===== src/rtl/high_score_keeper_if.sv =====
// Score-report bus between the game controller (master) and the high-score keeper (slave).
interface high_score_keeper_if #(
    parameter int ID_W    = 3,
    parameter int SCORE_W = 7
);
    logic               score_req;
    logic [ID_W-1:0]    player_id;
    logic               is_guest;
    logic [SCORE_W-1:0] score;
    logic               new_high_score;
    logic               valid;
    logic               personalwin;
    logic               globalwin;
    logic [SCORE_W-1:0] global_best;
    logic [ID_W-1:0]    global_holder;
    logic               global_holder_guest;
    logic               busy;

    modport master (
        output score_req, player_id, is_guest, score, new_high_score,
        input  valid, personalwin, globalwin, global_best, global_holder,
               global_holder_guest, busy
    );

    modport slave (
        input  score_req, player_id, is_guest, score, new_high_score,
        output valid, personalwin, globalwin, global_best, global_holder,
               global_holder_guest, busy
    );
endinterface


===== src/rtl/high_score_keeper.sv =====
// High-score keeper: compares a reported score against the per-player and global
// records, answers with a one-cycle verdict strobe, and commits on request.
//
// state   | meaning
// IDLE    | waiting for score_req; commits accepted
// LOOKUP  | compare latched score against table and global best
// RESPOND | valid high with verdicts; commits accepted
module high_score_keeper #(
    parameter int NUM_PLAYERS = 8,
    parameter int SCORE_W     = 7,
    parameter int ID_W        = 3
) (
    input  logic clk,
    input  logic rst,
    high_score_keeper_if.slave bus
);
    localparam int TBL_DEPTH = 2 ** ID_W;
    localparam logic [ID_W:0] NP_W = (ID_W + 1)'(NUM_PLAYERS);

    typedef enum logic [1:0] {IDLE, LOOKUP, RESPOND} state_t;

    state_t             state_q, state_d;
    logic [ID_W-1:0]    id_q;
    logic               guest_q;
    logic [SCORE_W-1:0] score_q;
    logic               pwin_q, gwin_q;
    logic               valid_q, valid_d;
    logic               busy_q, busy_d;
    logic               commit_ok_q;
    logic [SCORE_W-1:0] table_q [TBL_DEPTH];
    logic [SCORE_W-1:0] gbest_q;
    logic [ID_W-1:0]    gholder_q;
    logic               gguest_q;

    logic capture, lookup, commit;
    logic id_ok, pwin_n, gwin_n;

    always_ff @(posedge clk) begin
        if (rst) state_q <= IDLE;
        else     state_q <= state_d;
    end

    always_comb begin
        state_d = state_q;
        case (state_q)
            IDLE:    if (bus.score_req) state_d = LOOKUP;
            LOOKUP:  state_d = RESPOND;
            RESPOND: state_d = IDLE;
            default: state_d = IDLE;
        endcase
    end

    always_comb begin
        capture = (state_q == IDLE) && bus.score_req;
        lookup  = (state_q == LOOKUP);
        commit  = bus.new_high_score && commit_ok_q && (state_q != LOOKUP);
        valid_d = (state_d == RESPOND);
        busy_d  = (state_d != IDLE);
    end

    // Slots beyond NUM_PLAYERS exist only to keep indexing in range; they stay 0.
    assign id_ok  = {1'b0, id_q} < NP_W;
    assign pwin_n = id_ok && !guest_q && (score_q > table_q[id_q]);
    assign gwin_n = score_q > gbest_q;

    always_ff @(posedge clk) begin
        if (rst) begin
            id_q        <= '0;
            guest_q     <= 1'b0;
            score_q     <= '0;
            pwin_q      <= 1'b0;
            gwin_q      <= 1'b0;
            valid_q     <= 1'b0;
            busy_q      <= 1'b0;
            commit_ok_q <= 1'b0;
            gbest_q     <= '0;
            gholder_q   <= '0;
            gguest_q    <= 1'b0;
            for (int i = 0; i < TBL_DEPTH; i++) table_q[i] <= '0;
        end else begin
            valid_q <= valid_d;
            busy_q  <= busy_d;
            if (capture) begin
                id_q    <= bus.player_id;
                guest_q <= bus.is_guest;
                score_q <= bus.score;
            end
            if (lookup) begin
                pwin_q      <= pwin_n;
                gwin_q      <= gwin_n;
                commit_ok_q <= pwin_n || gwin_n;
            end else if (capture || commit) begin
                commit_ok_q <= 1'b0;
            end
            // Commit uses the previous request's latched fields even when a new one is captured.
            if (commit) begin
                if (pwin_q && id_ok) table_q[id_q] <= score_q;
                if (gwin_q) begin
                    gbest_q   <= score_q;
                    gholder_q <= id_q;
                    gguest_q  <= guest_q;
                end
            end
        end
    end

    assign bus.valid               = valid_q;
    assign bus.personalwin         = pwin_q;
    assign bus.globalwin           = gwin_q;
    assign bus.global_best         = gbest_q;
    assign bus.global_holder       = gholder_q;
    assign bus.global_holder_guest = gguest_q;
    assign bus.busy                = busy_q;
endmodule


===== src/flat_wrapper.sv =====
// flat-port wrapper written by rule: the top's interface ports become plain ports
module high_score_keeper_flat 
#(
    parameter int NUM_PLAYERS = 8,
    parameter int SCORE_W     = 7,
    parameter int ID_W        = 3
)
  (clk, rst, bus_score_req, bus_player_id, bus_is_guest, bus_score, bus_new_high_score, bus_valid, bus_personalwin, bus_globalwin, bus_global_best, bus_global_holder, bus_global_holder_guest, bus_busy);
  high_score_keeper_if #(.ID_W(ID_W), .SCORE_W(SCORE_W)) bus_i ();
  input  logic clk;
  input  logic rst;
  input wire logic [$bits(bus_i.score_req)-1:0] bus_score_req;
  input wire logic [$bits(bus_i.player_id)-1:0] bus_player_id;
  input wire logic [$bits(bus_i.is_guest)-1:0] bus_is_guest;
  input wire logic [$bits(bus_i.score)-1:0] bus_score;
  input wire logic [$bits(bus_i.new_high_score)-1:0] bus_new_high_score;
  output wire logic [$bits(bus_i.valid)-1:0] bus_valid;
  output wire logic [$bits(bus_i.personalwin)-1:0] bus_personalwin;
  output wire logic [$bits(bus_i.globalwin)-1:0] bus_globalwin;
  output wire logic [$bits(bus_i.global_best)-1:0] bus_global_best;
  output wire logic [$bits(bus_i.global_holder)-1:0] bus_global_holder;
  output wire logic [$bits(bus_i.global_holder_guest)-1:0] bus_global_holder_guest;
  output wire logic [$bits(bus_i.busy)-1:0] bus_busy;
  assign bus_i.score_req = bus_score_req;
  assign bus_i.player_id = bus_player_id;
  assign bus_i.is_guest = bus_is_guest;
  assign bus_i.score = bus_score;
  assign bus_i.new_high_score = bus_new_high_score;
  assign bus_valid = bus_i.valid;
  assign bus_personalwin = bus_i.personalwin;
  assign bus_globalwin = bus_i.globalwin;
  assign bus_global_best = bus_i.global_best;
  assign bus_global_holder = bus_i.global_holder;
  assign bus_global_holder_guest = bus_i.global_holder_guest;
  assign bus_busy = bus_i.busy;
  high_score_keeper #(.NUM_PLAYERS(NUM_PLAYERS), .SCORE_W(SCORE_W), .ID_W(ID_W)) u_core (.clk(clk), .rst(rst), .bus(bus_i));
endmodule

===== config.mk =====
export PLATFORM = sky130hd
export DESIGN_NAME = high_score_keeper_flat
export DESIGN_NICKNAME = d
export VERILOG_FILES = /design/src/rtl/high_score_keeper_if.sv /design/src/rtl/high_score_keeper.sv /design/src/flat_wrapper.sv
export SDC_FILE = /design/constraint.sdc
export NUM_CORES = 1
export LEC_CHECK = 0
export BUFFER_PORTS_ARGS = -buffer_cell sky130_fd_sc_hd__buf_2
export CAP_MARGIN = 20
export CORE_MARGIN = 5
export CORE_UTILIZATION = 54
export DETAILED_ROUTE_END_ITERATION = 8
export MAX_ROUTING_LAYER = met4
export PLACE_DENSITY = 0.81
export SLEW_MARGIN = 20
export SYNTH_ARGS = -nofsm -noshare
export SYNTH_HDL_FRONTEND = slang
export SYNTH_SLANG_ARGS = --single-unit

===== constraint.sdc =====
create_clock -name clk -period 2.2 [get_ports clk]
set_input_delay 0.33 -clock clk [delete_from_list [all_inputs] [get_ports clk]]
set_output_delay 0.33 -clock clk [all_outputs]
set_load 0.01 [all_outputs]

**Word-level counts from Yosys, hierarchy flattened**

Memory sizes are Yosys's and may differ from the RTL's. A register that Yosys moved wholly into a read port is not among the register bits.
Index checks and enable logic that the tools add are counted.

- Bits in registers: 29
- Bits in writable memories: 56
- Bits of input ports: 15
- Output and inout bits: 15
- Logic and storage cells: 45
- Memories: 1

Memory list:

| name | depth | bits a word | rd ports | clocked after memory_dff | wr ports | line | source |
|---|---|---|---|---|---|---|---|
| u_core.table_q | 8 | 7 | 1 | 1 | 8 | high_score_keeper.sv:30 | `logic [SCORE_W-1:0] table_q [TBL_DEPTH];` |

- Magnitude comparators: 2
- Equal/unequal tests: 3
- Mux-type cells: 15
- Reduce and logical (&&, ||, !) cells: 12

Operators by type and width:

| operator | count |
|---|---|
| $gt A7 B7 Y1 | 2 |
| $mux W1 | 9 |
| $mux W3 | 3 |
| $mux W7 | 1 |
| $reduce_or A7 Y1 | 1 |
| $logic_and A1 B1 Y1 | 4 |
| $pmux W2 S2 | 1 |
| $reduce_bool A2 Y1 | 2 |
| $eq A2 B1 Y1 const B | 1 |
| $eq A2 B2 Y1 const B | 1 |
| $logic_not A2 Y1 | 1 |
| $logic_or A1 B1 Y1 | 2 |
| $mux W2 | 1 |
| $ne A2 B1 Y1 const B | 1 |
| $reduce_and A2 Y1 | 1 |
| $logic_not A1 Y1 | 1 |

**Depth between registers and ports, before layout**

- Word-level depth: 7
- Gate-level depth with buffers: 9

**Worst setup path before layout**

OpenSTA, ideal clock, no wires.

- Path type: reg-to-reg
- Start point: register (tool-made name)
- End point: register u_core.commit_ok_q
- Data arrival time: 2.039 ns
- Data required time: 2.067 ns
- Setup slack: 0.028 ns
- Cell stages (with the launch flop): 10
- Path buffers: 2
- Clock period less this slack: 2.172 ns
- Cells stage by stage: dfxtp_1 buf_2 buf_6 mux4_2 mux2i_1 ha_1 a21oi_1 a21oi_1 o221ai_1 a311oi_1

RTL lines:

| item | line | source |
|---|---|---|
| to (signal assigned) | high_score_keeper.sv:91 | `commit_ok_q <= pwin_n \|\| gwin_n;` |
| to (decl) | high_score_keeper.sv:29 | `logic commit_ok_q;` |

==> impl_metrics.py <==
metrics = {
    "status": {
        "status": "finished with violations",
        "violations": "negative setup slack",
    },
    "timing": {
        "holdWs_ns": 0.186,
        "period_minus_slack_ns": 2.35,
        "finalSetupViolCount": 2,
        "setup_ws_ns": -0.147,
        "period_share": 1.07,
        "tightest_slew_ns": 0.753,
        "fin_skew_ns": 0.00978,
        "rsz0062_at_grt": "yes",
        "slew_viol_final": 0,
        "slew_headroom": 0.497,
        "hold_violations": 0,
        "fmax_mhz": 426,
    },
    "layout": {
        "area_growth_pct": 16.7,
        "final_core_util": 0.643,
        "nNetsFinal": 394,
        "drive_gt1_frac": 0.292,
        "diodes": 0,
    },
    "power_and_ir_drop": {
        "peakVddDrop_mv": 0.386,
        "power_mw": 3.27,
        "powerDensity_nw_per_um2": 705,
        "power.leakage_nw": 1.86,
    },
    "die": {
        "die_h_um": 95.8,
        "rows": 31,
        "fp.dieW_um": 95.8,
        "io-pin-count": 30,
        "initial_core_util": 0.551,
        "core_area_um2": 7210,
        "dieArea_um2": 9170,
    },
    "route": {
        "route.detailed.drc": 0,
        "first_iter_violations": 179,
        "wl_per_cell_um": 18.8,
        "postRouteAntennaNets": 0,
        "routed_wl_um": 8830,
        "vias": 2613,
        "via_per_inst": 5.57,
        "first_pass_iters": 4,
    },
    "worst_setup_path": {
        "worstSetupEndpointType": "flop",
        "critPathArrivalTime_ns": 2.63,
        "crit_type": "flop to flop",
        "crit_fanout": 7,
        "critPathLaunchType": "flop",
        "cp.required_ns": 2.48,
    },
    "synth": {
        "synth.mux.area_fraction": 0.125,
        "synth-seq-cells": 87,
        "synth.net_count": 343,
        "synth_ff_type": "edfxtp_1",
        "syn-cell-area_um2": 3970,
        "yosysSeqAreaShare": 0.579,
        "synth_commonest_cells": "edfxtp_1 (56), and2_1 (49), dfxtp_1 (31)",
        "syn_area_per_cell_um2": 12.7,
        "synth_compound_area_frac": 0.0375,
        "synth-simple-area-share": 0.190,
        "yosys_warnings": 0,
        "synthTopCellsByArea": "edfxtp_1 (42%), dfxtp_1 (16%), mux4_2 (7.9%), and2_1 (7.7%), ha_1 (4.4%)",
        "synth_cell_types": 35,
        "synth-edff-count": 56,
        "synth_top_family_by_area": "simple AND/OR/NAND/NOR gates",
        "syn_inst": 314,
        "synth.largest_area_cell": "edfxtp_1",
        "synth_most_common_cell": "edfxtp_1",
        "yosys.area_share.xor_xnor": 0,
        "async_flop_share": 0,
        "synthAdderAreaFrac": 0.0441,
        "synth.top_cell.area_share": 0.423,
    },
    "global_routing": {
        "antenna_found_initial": 0,
        "grt-ovfl-total": 0,
        "grtUsageTotal": 0.225,
        "grt_pass1_wl_um": 14500,
        "grt_max_degree": 37,
        "grt_pass1_vias": 2741,
    },
    "clocking": {
        "clk_latency_ns": 0.37,
        "cts_made_buffers": 9,
        "clkSlewWorstSetupHoldPaths_ns": 0.10,
        "holdBufCountCts": 0,
        "cts_tree": "yes",
        "cts_root_buffer": "clkbuf_8",
        "cts_htree_levels": 3,
        "clockBufferDepth": 2,
        "cts_num_sinks": 87,
    },
    "worst_hold_path": {
        "min_from": "bus_score[2]",
        "min-delay-path-class": "input pin to flop",
    },
    "placement": {
        "dp_hpwl_um": 6400,
        "gp_congestion": 0.863,
        "port-buffer-count": 29,
        "dp_slack_ns": -0.236,
    },
    "run": {
        "cap_violations": 0,
    },
}
## registers in the layout, indices dropped and copies added, names as in the netlist, named ones only
name	flops
u_core.score_q	7
u_core.bus.globalwin	1
u_core.bus.personalwin	1
u_core.bus.global_best	7
u_core.id_q	3
u_core.guest_q	1
u_core.bus.busy	1
u_core.state_q	2
u_core.bus.global_holder	3
u_core.table_q	56
u_core.commit_ok_q	1
u_core.bus.global_holder_guest	1
## stage by stage
step                      std cells  area (um^2)  TNS [ns]
after floorplan                 314         3970         0
after global placement          451         4360   -0.0496
after detailed placement        451         4360    -0.340
after CTS                       469         4640    -0.183
after global routing            469         4640    -0.368
final                           469         4640    -0.228
## power by group
group,internal [mW],switching (mW)
Sequential,1.79,0.0528
Combinational,0.154,0.178
Clock,0.446,0.653
## per-layer routing
metal / vias up / wire [um] / global-route usage
li1: 1235 / - / -
met1: 1271 / 3750 / 0.283
met2: 73 / 4210 / 0.332
met3: 34 / 430 / 0.0430
met4: 0 / 434 / 0.149
met5: - / 0 / -
## final timing paths
kind / end / cells past startpoint / slack, ns
worst max-delay path: u_core.commit_ok_q / 8 / -0.15
worst max register to register: u_core.commit_ok_q / 8 / -0.15
worst min register to register: u_core.guest_q / 2 / 0.48
worst min-delay path: u_core.score_q[2] / 3 / 0.19
## repair_timing
item,CTS,global route
gates cloned,1,0
endpoints found under the hold margin,0,0
endpoints found under the setup margin,2,2
pin swaps,6,7
setup buffers,1,1
gates resized for setup,10,3
## layout make-up
| type | count | area [um^2] |
|---|---|---|
| multi-input cells | 206 | 1620 |
| flip-flops and latches | 87 | 2310 |
| well taps | 99 | 124 |
| clock buffers | 9 | 124 |
| inverters | 7 | 26.3 |
| repair buffers | 54 | 362 |
| clock inverters | 7 | 78.8 |
| fillers | 587 | 2580 |
## placed cells by master (no fill, tap or decap), types with 4 or more instances in the layout
cell type,instances
nor3_1,6
nand2_1,28
clkbuf_8,9
mux4_2,14
edfxtp_1,56
buf_2,29
mux2i_1,16
a21oi_1,19
ha_1,13
or2_2,8
nor2_1,19
buf_4,22
dfxtp_1,30
and2_1,49
nand2b_1,4
inv_1,6
## critical path, stage by stage, from the launching register on
cell and delay [ns]:
dfxtp_4 0.39, buf_12 0.14, mux4_2 0.49, mux2_4 0.30
ha_4 0.16, nand3b_1 0.19, a21oi_2 0.18, o221ai_2 0.16
a311oi_2 0.26
## logic make-up (layout without fill, tap and decap cells)
family,after synthesis,in the layout
flip-flops,87,87
AO/OA/AOI/OAI,27,27
AND/OR/NAND/NOR,133,133
multiplexers,32,32
buffers and inverters,21,77
adder cells (fa/ha/maj),14,14
(Power assumes the default switching activity.)
